<file path="config.mk">
export PLATFORM = sky130hd
export DESIGN_NAME = imem_fetch_arbiter
export DESIGN_NICKNAME = d
export VERILOG_FILES = /design/src/rtl/imem_arb_pkg.sv /design/src/rtl/rr_priority_picker.sv /design/src/rtl/imem_fetch_arbiter.sv
export SDC_FILE = /design/constraint.sdc
export NUM_CORES = 1
export LEC_CHECK = 0
export BUFFER_PORTS_ARGS = -buffer_cell sky130_fd_sc_hd__clkbuf_2
export CAP_MARGIN = 10
export CORE_MARGIN = 4
export CORE_UTILIZATION = 44
export CTS_CLUSTER_DIAMETER = 120
export CTS_CLUSTER_SIZE = 40
export DETAILED_ROUTE_END_ITERATION = 12
export PLACE_DENSITY = 0.87
export SETUP_SLACK_MARGIN = 0.05
export SLEW_MARGIN = 25
export SYNTH_ARGS = -nofsm -noshare
export SYNTH_HDL_FRONTEND = slang
export SYNTH_SLANG_ARGS = --single-unit
export TNS_END_PERCENT = 100
</file>
<file path="constraint.sdc">
create_clock -name clk -period 2.4 [get_ports clk]
set_clock_uncertainty 0.1 [all_clocks]
set_input_delay 0.36 -clock clk [delete_from_list [all_inputs] [get_ports clk]]
set_output_delay 0.36 -clock clk [all_outputs]
set_load 0.02 [all_outputs]
</file>
<file path="src/rtl/imem_arb_pkg.sv">
// Shared definitions for the instruction-memory fetch arbiter: core-count limit,
// index width and a one-hot to binary index helper.
package imem_arb_pkg;

    localparam int MAX_CORES = 8;
    localparam int IDX_W     = 3;

    // Input must be one-hot or zero; zero yields index 0.
    function automatic logic [IDX_W-1:0] onehot_to_idx(input logic [MAX_CORES-1:0] oh);
        logic [IDX_W-1:0] idx;
        idx = '0;
        for (int i = 0; i < MAX_CORES; i++) begin
            if (oh[i]) begin
                idx = idx | IDX_W'(i);
            end
        end
        return idx;
    endfunction

endpackage

</file>
<file path="src/rtl/rr_priority_picker.sv">
// Combinational round-robin picker: first set request at or above rr_ptr,
// wrapping modulo NUM_CORES. Returns the winner as one-hot and as an index.
module rr_priority_picker
    import imem_arb_pkg::*;
#(
    parameter int NUM_CORES = 4
) (
    input  logic [NUM_CORES-1:0] req,
    input  logic [IDX_W-1:0]     rr_ptr,
    output logic [NUM_CORES-1:0] winner_oh,
    output logic [IDX_W-1:0]     winner_idx
);

    logic                 found;
    logic [MAX_CORES-1:0] oh_ext;

    always_comb begin
        winner_oh = '0;
        found     = 1'b0;
        // Outer loop walks priority distance from rr_ptr; first hit wins.
        for (int k = 0; k < NUM_CORES; k++) begin
            for (int i = 0; i < NUM_CORES; i++) begin
                if (!found && req[i] && (((int'(rr_ptr) + k) % NUM_CORES) == i)) begin
                    winner_oh[i] = 1'b1;
                    found        = 1'b1;
                end
            end
        end
        oh_ext                  = '0;
        oh_ext[NUM_CORES-1:0]   = winner_oh;
        winner_idx              = onehot_to_idx(oh_ext);
    end

endmodule

</file>
<file path="src/rtl/imem_fetch_arbiter.sv">
// Round-robin arbiter sharing one combinational-read instruction memory among cores,
// pipelined arbitrate/issue/response. Optional address merging under BROADCAST_MERGE_EN.
module imem_fetch_arbiter
    import imem_arb_pkg::*;
#(
    parameter int NUM_CORES = 4,
    parameter int ADDR_W    = 16,
    parameter int DATA_W    = 16
) (
    input  logic                        clk,
    input  logic                        rst_n,
    input  logic [NUM_CORES-1:0]        core_req,
    input  logic [NUM_CORES*ADDR_W-1:0] core_addr,
    output logic [NUM_CORES-1:0]        core_valid,
    output logic [DATA_W-1:0]           core_instr,
    output logic                        mem_read,
    output logic [ADDR_W-1:0]           mem_addr,
    input  logic [DATA_W-1:0]           mem_data
);

    logic [NUM_CORES-1:0] issue_gnt_q, issue_gnt_d;
    logic [ADDR_W-1:0]    mem_addr_q, mem_addr_d;
    logic                 mem_read_q, mem_read_d;
    logic [IDX_W-1:0]     rr_ptr_q, rr_ptr_d;
    logic [NUM_CORES-1:0] core_valid_q, core_valid_d;
    logic [DATA_W-1:0]    core_instr_q, core_instr_d;

    logic [NUM_CORES-1:0] eligible;
    logic [NUM_CORES-1:0] win_oh;
    logic [IDX_W-1:0]     win_idx;
    logic [ADDR_W-1:0]    win_addr;
    logic [NUM_CORES-1:0] gnt_vec;

    // A core in issue or response already has its one outstanding fetch.
    assign eligible = core_req & ~issue_gnt_q & ~core_valid_q;

    rr_priority_picker #(
        .NUM_CORES (NUM_CORES)
    ) u_picker (
        .req        (eligible),
        .rr_ptr     (rr_ptr_q),
        .winner_oh  (win_oh),
        .winner_idx (win_idx)
    );

    always_comb begin
        win_addr = '0;
        for (int i = 0; i < NUM_CORES; i++) begin
            if (win_oh[i]) begin
                win_addr = win_addr | core_addr[i*ADDR_W +: ADDR_W];
            end
        end
    end

`ifdef BROADCAST_MERGE_EN
    // Eligible cores fetching the winner's address ride along on the same read.
    always_comb begin
        gnt_vec = win_oh;
        for (int i = 0; i < NUM_CORES; i++) begin
            if ((|win_oh) && eligible[i] && (core_addr[i*ADDR_W +: ADDR_W] == win_addr)) begin
                gnt_vec[i] = 1'b1;
            end
        end
    end
`else
    assign gnt_vec = win_oh;
`endif

    always_comb begin
        issue_gnt_d = gnt_vec;
        mem_read_d  = |win_oh;
        mem_addr_d  = mem_addr_q;
        rr_ptr_d    = rr_ptr_q;
        if (|win_oh) begin
            mem_addr_d = win_addr;
            rr_ptr_d   = (win_idx == IDX_W'(NUM_CORES - 1)) ? '0 : win_idx + 1'b1;
        end
    end

    always_comb begin
        core_valid_d = '0;
        core_instr_d = core_instr_q;
        if (mem_read_q) begin
            core_valid_d = issue_gnt_q;
            core_instr_d = mem_data;
        end
    end

    always_ff @(posedge clk or negedge rst_n) begin
        if (!rst_n) begin
            issue_gnt_q  <= '0;
            mem_addr_q   <= '0;
            mem_read_q   <= 1'b0;
            rr_ptr_q     <= '0;
            core_valid_q <= '0;
            core_instr_q <= '0;
        end else begin
            issue_gnt_q  <= issue_gnt_d;
            mem_addr_q   <= mem_addr_d;
            mem_read_q   <= mem_read_d;
            rr_ptr_q     <= rr_ptr_d;
            core_valid_q <= core_valid_d;
            core_instr_q <= core_instr_d;
        end
    end

    assign core_valid = core_valid_q;
    assign core_instr = core_instr_q;
    assign mem_read   = mem_read_q;
    assign mem_addr   = mem_addr_q;

endmodule
</file>
After elaboration in Yosys (flattened, before gate mapping)

Cells that the tools add are included.

Bitwise operators: 10
Multiply operators: 0
Shifts and indexed selects: 0
$add $sub $neg: 4
Divide/modulo/power cells: 0
Eq/ne operators: 13
Reduce and logical (&&, ||, !) cells: 54
Order comparisons: 0
Multiplexer cells: 39

Operators with widths:

| kind                                                             | number |
|---|---|
| 32-bit logical NOT                                               | 4 |
| 16-bit 2-to-1 mux                                                | 4 |
| 16-bit OR                                                        | 3 |
| 1-bit logical AND                                                | 31 |
| 1-bit 2-to-1 mux                                                 | 31 |
| 3-bit == test (second input constant)                            | 6 |
| 1-bit logical NOT                                                | 15 |
| 3-bit by 2-bit == test with 1-bit output (second input constant) | 4 |
| 4-bit AND                                                        | 2 |
| 4-bit NOT                                                        | 2 |
| 2-bit 2-to-1 mux                                                 | 3 |
| 2-bit OR reduction                                               | 3 |
| 2-bit by 1-bit adder with 2-bit output (second input constant)   | 2 |
| 2-bit adder (second input constant)                              | 2 |
| 2-bit == test (second input constant)                            | 2 |
| 4-bit 2-to-1 mux                                                 | 1 |
| 4-bit OR reduction                                               | 1 |
| 1-bit AND (first input constant)                                 | 3 |
| 2-bit by 1-bit == test with 1-bit output (second input constant) | 1 |

Memories: 0
Bits in latches: 0
Memory bits (writable): 0
Bits in read-only memories: 0
Output and inout port bits: 37
Register bits after elaboration: 43

Logic depth before layout (Yosys ltp)

Depth after elaboration: 68
Gate-level depth with buffers: 8
Gate-level depth less buffers: 5

Cells and area by module

From an unflattened synthesis, not the netlist that was laid out.

Cell total of the unflattened synthesis: 187
Area total of the unflattened synthesis: 2075.7 sq um

Modules (own cells, without submodules):

| module             | sequential area each (sq um) | instances | area each (sq um) | cells an instance |
|---|---|---|---|---|
| imem_fetch_arbiter | 1101.1                       | 1         | 1890.6            | 158 |
| rr_priority_picker | 0.0                          | 1         | 185.2             | 29 |

Worst setup path before layout

Ideal clock, no wire load.

Kind: register to register
From: register core_valid_q[0] (netlist: core_valid[0])
To: register mem_addr_q[10] (netlist: mem_addr[10])
Buffers on the path: 2
Data arrival time: 1.786 ns
Period minus slack after synthesis: 2.017 ns
Slack: 0.383 ns
Stages on the path, launching flop included: 8
Library setup time: 0.131 ns
Cells stage by stage: dfrtp_1 -> or3b_1 -> buf_2 -> nor3_4 -> nor3_4 -> buf_6 -> a221oi_2 -> a31oi_1

Cells in the longest elaborated chain, start to end: 65

RTL lines:

| what                                                           | RTL line                                           | source |
|---|---|---|
| start: declaration                                             | imem_fetch_arbiter.sv:25                           | `logic [NUM_CORES-1:0] core_valid_q, core_valid_d;` |
| start signal: assignment                                       | imem_fetch_arbiter.sv:102                          | `core_valid_q <= core_valid_d;` |
| 4-bit NOT (*)                                                  | imem_fetch_arbiter.sv:35                           | `assign eligible = core_req & ~issue_gnt_q & ~core_valid_q;` |
| 4-bit AND (*)                                                  | imem_fetch_arbiter.sv:35                           |  |
| 1-bit logical AND                                              | rr_priority_picker.sv:23                           | `if (!found && req[i] && (((int'(rr_ptr) + k) % NUM_CORES) == i)) begin` |
| 1-bit 2-to-1 mux                                               | rr_priority_picker.sv:23                           |  |
| 1-bit logical NOT                                              | rr_priority_picker.sv:23                           |  |
| 1-bit logical AND (2 in a row)                                 | rr_priority_picker.sv:23                           |  |
| 1-bit 2-to-1 mux                                               | rr_priority_picker.sv:23                           |  |
| 1-bit logical NOT                                              | rr_priority_picker.sv:23                           |  |
| (+47 left out)                                                 | -                                                  |  |
| 1-bit logical NOT                                              | rr_priority_picker.sv:23                           |  |
| 1-bit logical AND (2 in a row)                                 | rr_priority_picker.sv:23                           |  |
| 1-bit 2-to-1 mux                                               | rr_priority_picker.sv:23                           |  |
| 1-bit logical NOT                                              | rr_priority_picker.sv:23                           |  |
| 1-bit logical AND (2 in a row)                                 | rr_priority_picker.sv:23                           |  |
| 1-bit 2-to-1 mux (*)                                           | rr_priority_picker.sv:23                           |  |
| named net gnt_vec[3]                                           | imem_fetch_arbiter.sv:32                           | `logic [NUM_CORES-1:0] gnt_vec;` |
| 4-bit OR reduction / 16-bit 2-to-1 mux (equally long branches) | imem_fetch_arbiter.sv:74, imem_fetch_arbiter.sv:49 |  |
| end signal: assignment                                         | imem_fetch_arbiter.sv:99                           | `mem_addr_q <= mem_addr_d;` |
| end: declaration                                               | imem_fetch_arbiter.sv:22                           | `logic [ADDR_W-1:0] mem_addr_q, mem_addr_d;` |

The timed path passes the listed nets; every way through them passes the cells marked *.
A chain may end at the register's enable or synchronous reset.

Worst setup path in the final report

From: register issue_gnt_q[0]
To: register mem_addr_q[4] (netlist: mem_addr[4])

Cells in the longest elaborated chain, start to end: 66

RTL lines:

| what                                                           | RTL line                                           | source |
|---|---|---|
| start: declaration                                             | imem_fetch_arbiter.sv:21                           | `logic [NUM_CORES-1:0] issue_gnt_q, issue_gnt_d;` |
| start signal: assignment                                       | imem_fetch_arbiter.sv:98                           | `issue_gnt_q <= issue_gnt_d;` |
| 4-bit NOT (*)                                                  | imem_fetch_arbiter.sv:35                           |  |
| 4-bit AND (*) (2 in a row)                                     | imem_fetch_arbiter.sv:35                           |  |
| 1-bit logical AND                                              | rr_priority_picker.sv:23                           |  |
| 1-bit 2-to-1 mux                                               | rr_priority_picker.sv:23                           |  |
| 1-bit logical NOT                                              | rr_priority_picker.sv:23                           |  |
| 1-bit logical AND (2 in a row)                                 | rr_priority_picker.sv:23                           |  |
| 1-bit 2-to-1 mux                                               | rr_priority_picker.sv:23                           |  |
| 1-bit logical NOT                                              | rr_priority_picker.sv:23                           |  |
| (+46 left out)                                                 | -                                                  |  |
| 1-bit 2-to-1 mux                                               | rr_priority_picker.sv:23                           |  |
| 1-bit logical NOT                                              | rr_priority_picker.sv:23                           |  |
| 1-bit logical AND (2 in a row)                                 | rr_priority_picker.sv:23                           |  |
| 1-bit 2-to-1 mux                                               | rr_priority_picker.sv:23                           |  |
| 1-bit logical NOT                                              | rr_priority_picker.sv:23                           |  |
| 1-bit logical AND (2 in a row)                                 | rr_priority_picker.sv:23                           |  |
| 1-bit 2-to-1 mux                                               | rr_priority_picker.sv:23                           |  |
| 4-bit OR reduction / 16-bit 2-to-1 mux (equally long branches) | imem_fetch_arbiter.sv:74, imem_fetch_arbiter.sv:49 |  |

Every way passes the cells marked *; elsewhere a longest branch is shown, timed or not.

==> metrics.md <==
| Metric | Value |
|---|---|
| Post-synth top cells | `43 x dfrtp_1, 17 x nand2_1, 17 x nor2_1` |
| R2r endpoint | `mem_addr[4]` |
| CP max FO | `10` |
| Largest net degree at the start of global routing | `34` |
| Post-DR vias/cell | `5.37` |
| Seq pwr share | `33.9%` |
| Die Footprint | `0.00608 mm^2` |
| Worst-case clock buffer depth | `2` |
| Post-CTS sizing | `0` |
| Starting Density | `45.6%` |
| DRC marker count from the first detailed-route iteration | `89` |
| Floorplan row count | `25` |
| GPL Wtd Cong | `0.787` |
| Fill cells | `398` |
| Net Switching | `1700 uW` |
| Most frequent cell after synthesis | `dfrtp_1` |
| Worst-path clk slew | `0.09 ns` |
| Power Dens Cells | `1310 mW/mm^2` |
| Synth Cell Area | `0.00215 mm^2` |
| WP data required | `2.51 ns` |
| Post-route DRC violation count | `0` |
| Dominant synthesized flop cell | `dfrtp_1` |
| Synth unique cells | `33` |
| Port bufs | `122` |
| Total CTS buffers | `5` |
| Pint | `2120 uW` |
| Antenna diodes | `0` |
| Synth-to-layout area growth | `35.2%` |
| Vias in the first global route | `1995` |
| RSZ-0062 raised after global routing | `no` |
| Global-route wire length before repair | `9180 um` |
| Tcrit/Tclk final | `92.4%` |
| Crit Path Class | `flop to flop` |
| Register area share after synthesis | `49.9%` |
| Setup-failing EPs final | `0` |
| Setup TNS | `0 ns` |
| Total track usage | `19.4%` |
| GRT Residual Overflow | `0` |
| Max cap viols | `0` |
| CTS HTree Levels | `2` |
| Routed WL | `5840 um` |
| Post-CTS setup buffers | `0` |
| Final ANT Viol Nets | `0` |
| Core Region | `0.00472 mm^2` |
| Sw Share | `44.6%` |
| Mapped Cells | `188` |
| Hold_buf cts | `0` |
| R2r startpoint | `issue_gnt_q[0]` |
| Final Max Tran Viols | `0` |
| Syn. warnings | `0` |
| IO Pins | `123` |
| Gate power share | `53.2%` |
| Syn Nets | `274` |
| R2R setup slack | `0.18 ns` |
| Worst hold path class | `input pin to asynchronous set/reset pin` |
| Sequential Area | `0.00108 mm^2` |
| Final hold vios | `0` |
| Multi-input combinational cell area | `981 um^2` |
| Synthesis-stage register bit count | `43` |
| Startpoint types | `flop` |
| EDFF count, synth | `0` |
| Die width | `78.0 um` |
| 1st-pass router iterations | `4` |
| Lkg Pwr | `0.00142 uW` |
| Area contributors post-synth | `dfrtp_1 50%, mux2_2 8.4%, a221oi_2 6.3%` |
| Syn Area/Cell | `11.5 um^2` |
| Fin nets | `394` |
| Status | `finished, final reports clean` |
| Clk sinks | `43` |
| Crit path capture type | `flop` |
| Synth top area share | `49.9%` |
| Async S/R FF share, synth | `100%` |
| Yosys top cell by area | `dfrtp_1` |
| WHS | `0.0278 ns` |
| Chip height | `78.0 um` |
| DP HPWL | `4520 um` |
| CTS tree | `built` |
| Final min period | `2.22 ns` |
| Worst-margin pin slew | `0.863 ns` |
| Max VDD drop | `0.615 mV` |
| Clock power share | `12.9%` |
| Slew HR | `42.3%` |
| Achievable Freq | `451 MHz` |
| Routed WL per cell | `15.5 um` |
| Skew-Pair Late Insertion Delay | `0.30 ns` |
| Share of cells above drive strength 1 | `54.4%` |
| Worst EP arrival | `2.33 ns` |
| Clock tree root buffer cell | `clkbuf_8` |
| Antenna violations before repair | `0` |
| Via count | `2020` |
| Worst-case reg-to-reg path depth | `6` |
## worst max-delay path, stage by stage, from the launching register on
cell,delay (ns)
dfrtp_1,0.39
or3b_1,0.40
nor2b_1,0.15
nor2b_1,0.55
buf_4,0.29
a22oi_1,0.08
a31oi_1,0.17
## power by group through the flow
stage	clock (uW)	combinational (uW)	sequential [uW]
floorplan	0	1210	1540
global placement	0	1980	1290
detailed placement	0	2030	1310
CTS	511	2030	1290
global route	541	2210	1340
finish	492	2030	1300
## registers in the layout (all words and copies together), names as in the netlist
name         cells
core_instr      16
mem_addr        16
core_valid       4
issue_gnt_q      4
rr_ptr_q         2
mem_read         1
## area by class of cell
type	count	share of cell area, %
clock inverters	2	0.558
inverters	3	0.386
flip-flops and latches	43	36.9
well taps	67	2.88
clock buffers	6	2.83
multi-input cells	126	33.7
repair buffers	129	22.8
## how the worst max path moves through the flow
stage | from | end | slack (ns) | depth (start not counted)
finish | issue_gnt_q[0] | mem_addr[4] | 0.18 | 6
global route | issue_gnt_q[1] | mem_addr[14] | 0.05 | 4
CTS | issue_gnt_q[3] | mem_addr[14] | 0.17 | 4
detailed placement | core_req[1] | mem_addr[14] | 0.09 | 6
global placement | core_req[1] | mem_addr[14] | 0.18 | 6
floorplan | core_valid[0] | mem_addr[10] | 0.38 | 7
## cells by family after synthesis
| logic type | after synthesis | share of synthesized area [%] |
|---|---|---|
| AO/OA/AOI/OAI | 58 | 23.7 |
| flip-flops | 43 | 49.9 |
| buffers and inverters | 19 | 5.05 |
| AND/OR/NAND/NOR | 52 | 12.9 |
| multiplexers | 16 | 8.36 |
## placed cells by master, fill, tap and decap left out
master      count
nor3_4          2
a22oi_1        16
nor4b_1         1
nand2_1        17
o211ai_1        1
nor2b_1         2
a21oi_1         2
buf_4           7
or4b_1          1
clkbuf_2      122
clkbuf_8        6
nor3b_1         1
and2_1          4
clkinv_4        1
clkinvlp_4      1
a211o_1         1
a2bb2oi_1       1
o21ai_1         1
nand3_1         1
dfrtp_1        43
or3b_1          4
nor2_1         17
or2_1           1
mux2_2         16
a221oi_2        9
a22oi_2         1
a221oi_1        7
o32ai_4         1
a31oi_1        16
inv_1           2
a211oi_4        1
o21ai_0         1
and4_1          1
inv_2           1
## metal layers
| metal | wire length (um) | global-route usage [%] |
|---|---|---|
| met1 | 2280 | 22.5 |
| met2 | 3070 | 34.6 |
| met3 | 422 | 4.99 |
| met4 | 71 | 6.29 |
| met5 | 0 | 0 |
## through the flow
step	util [%]	instances	setup WS, ns	total power [uW]	area, um^2
finish	61.7	376	0.181	3820	2910
global route	61.7	376	0.0539	4090	2910
CTS	61.5	376	0.167	3840	2900
detailed placement	59.4	368	0.0855	3340	2800
global placement	59.4	368	0.185	3270	2800
floorplan	-	188	0.383	2750	2150
Note: power is estimated with default switching activity, not from simulation.
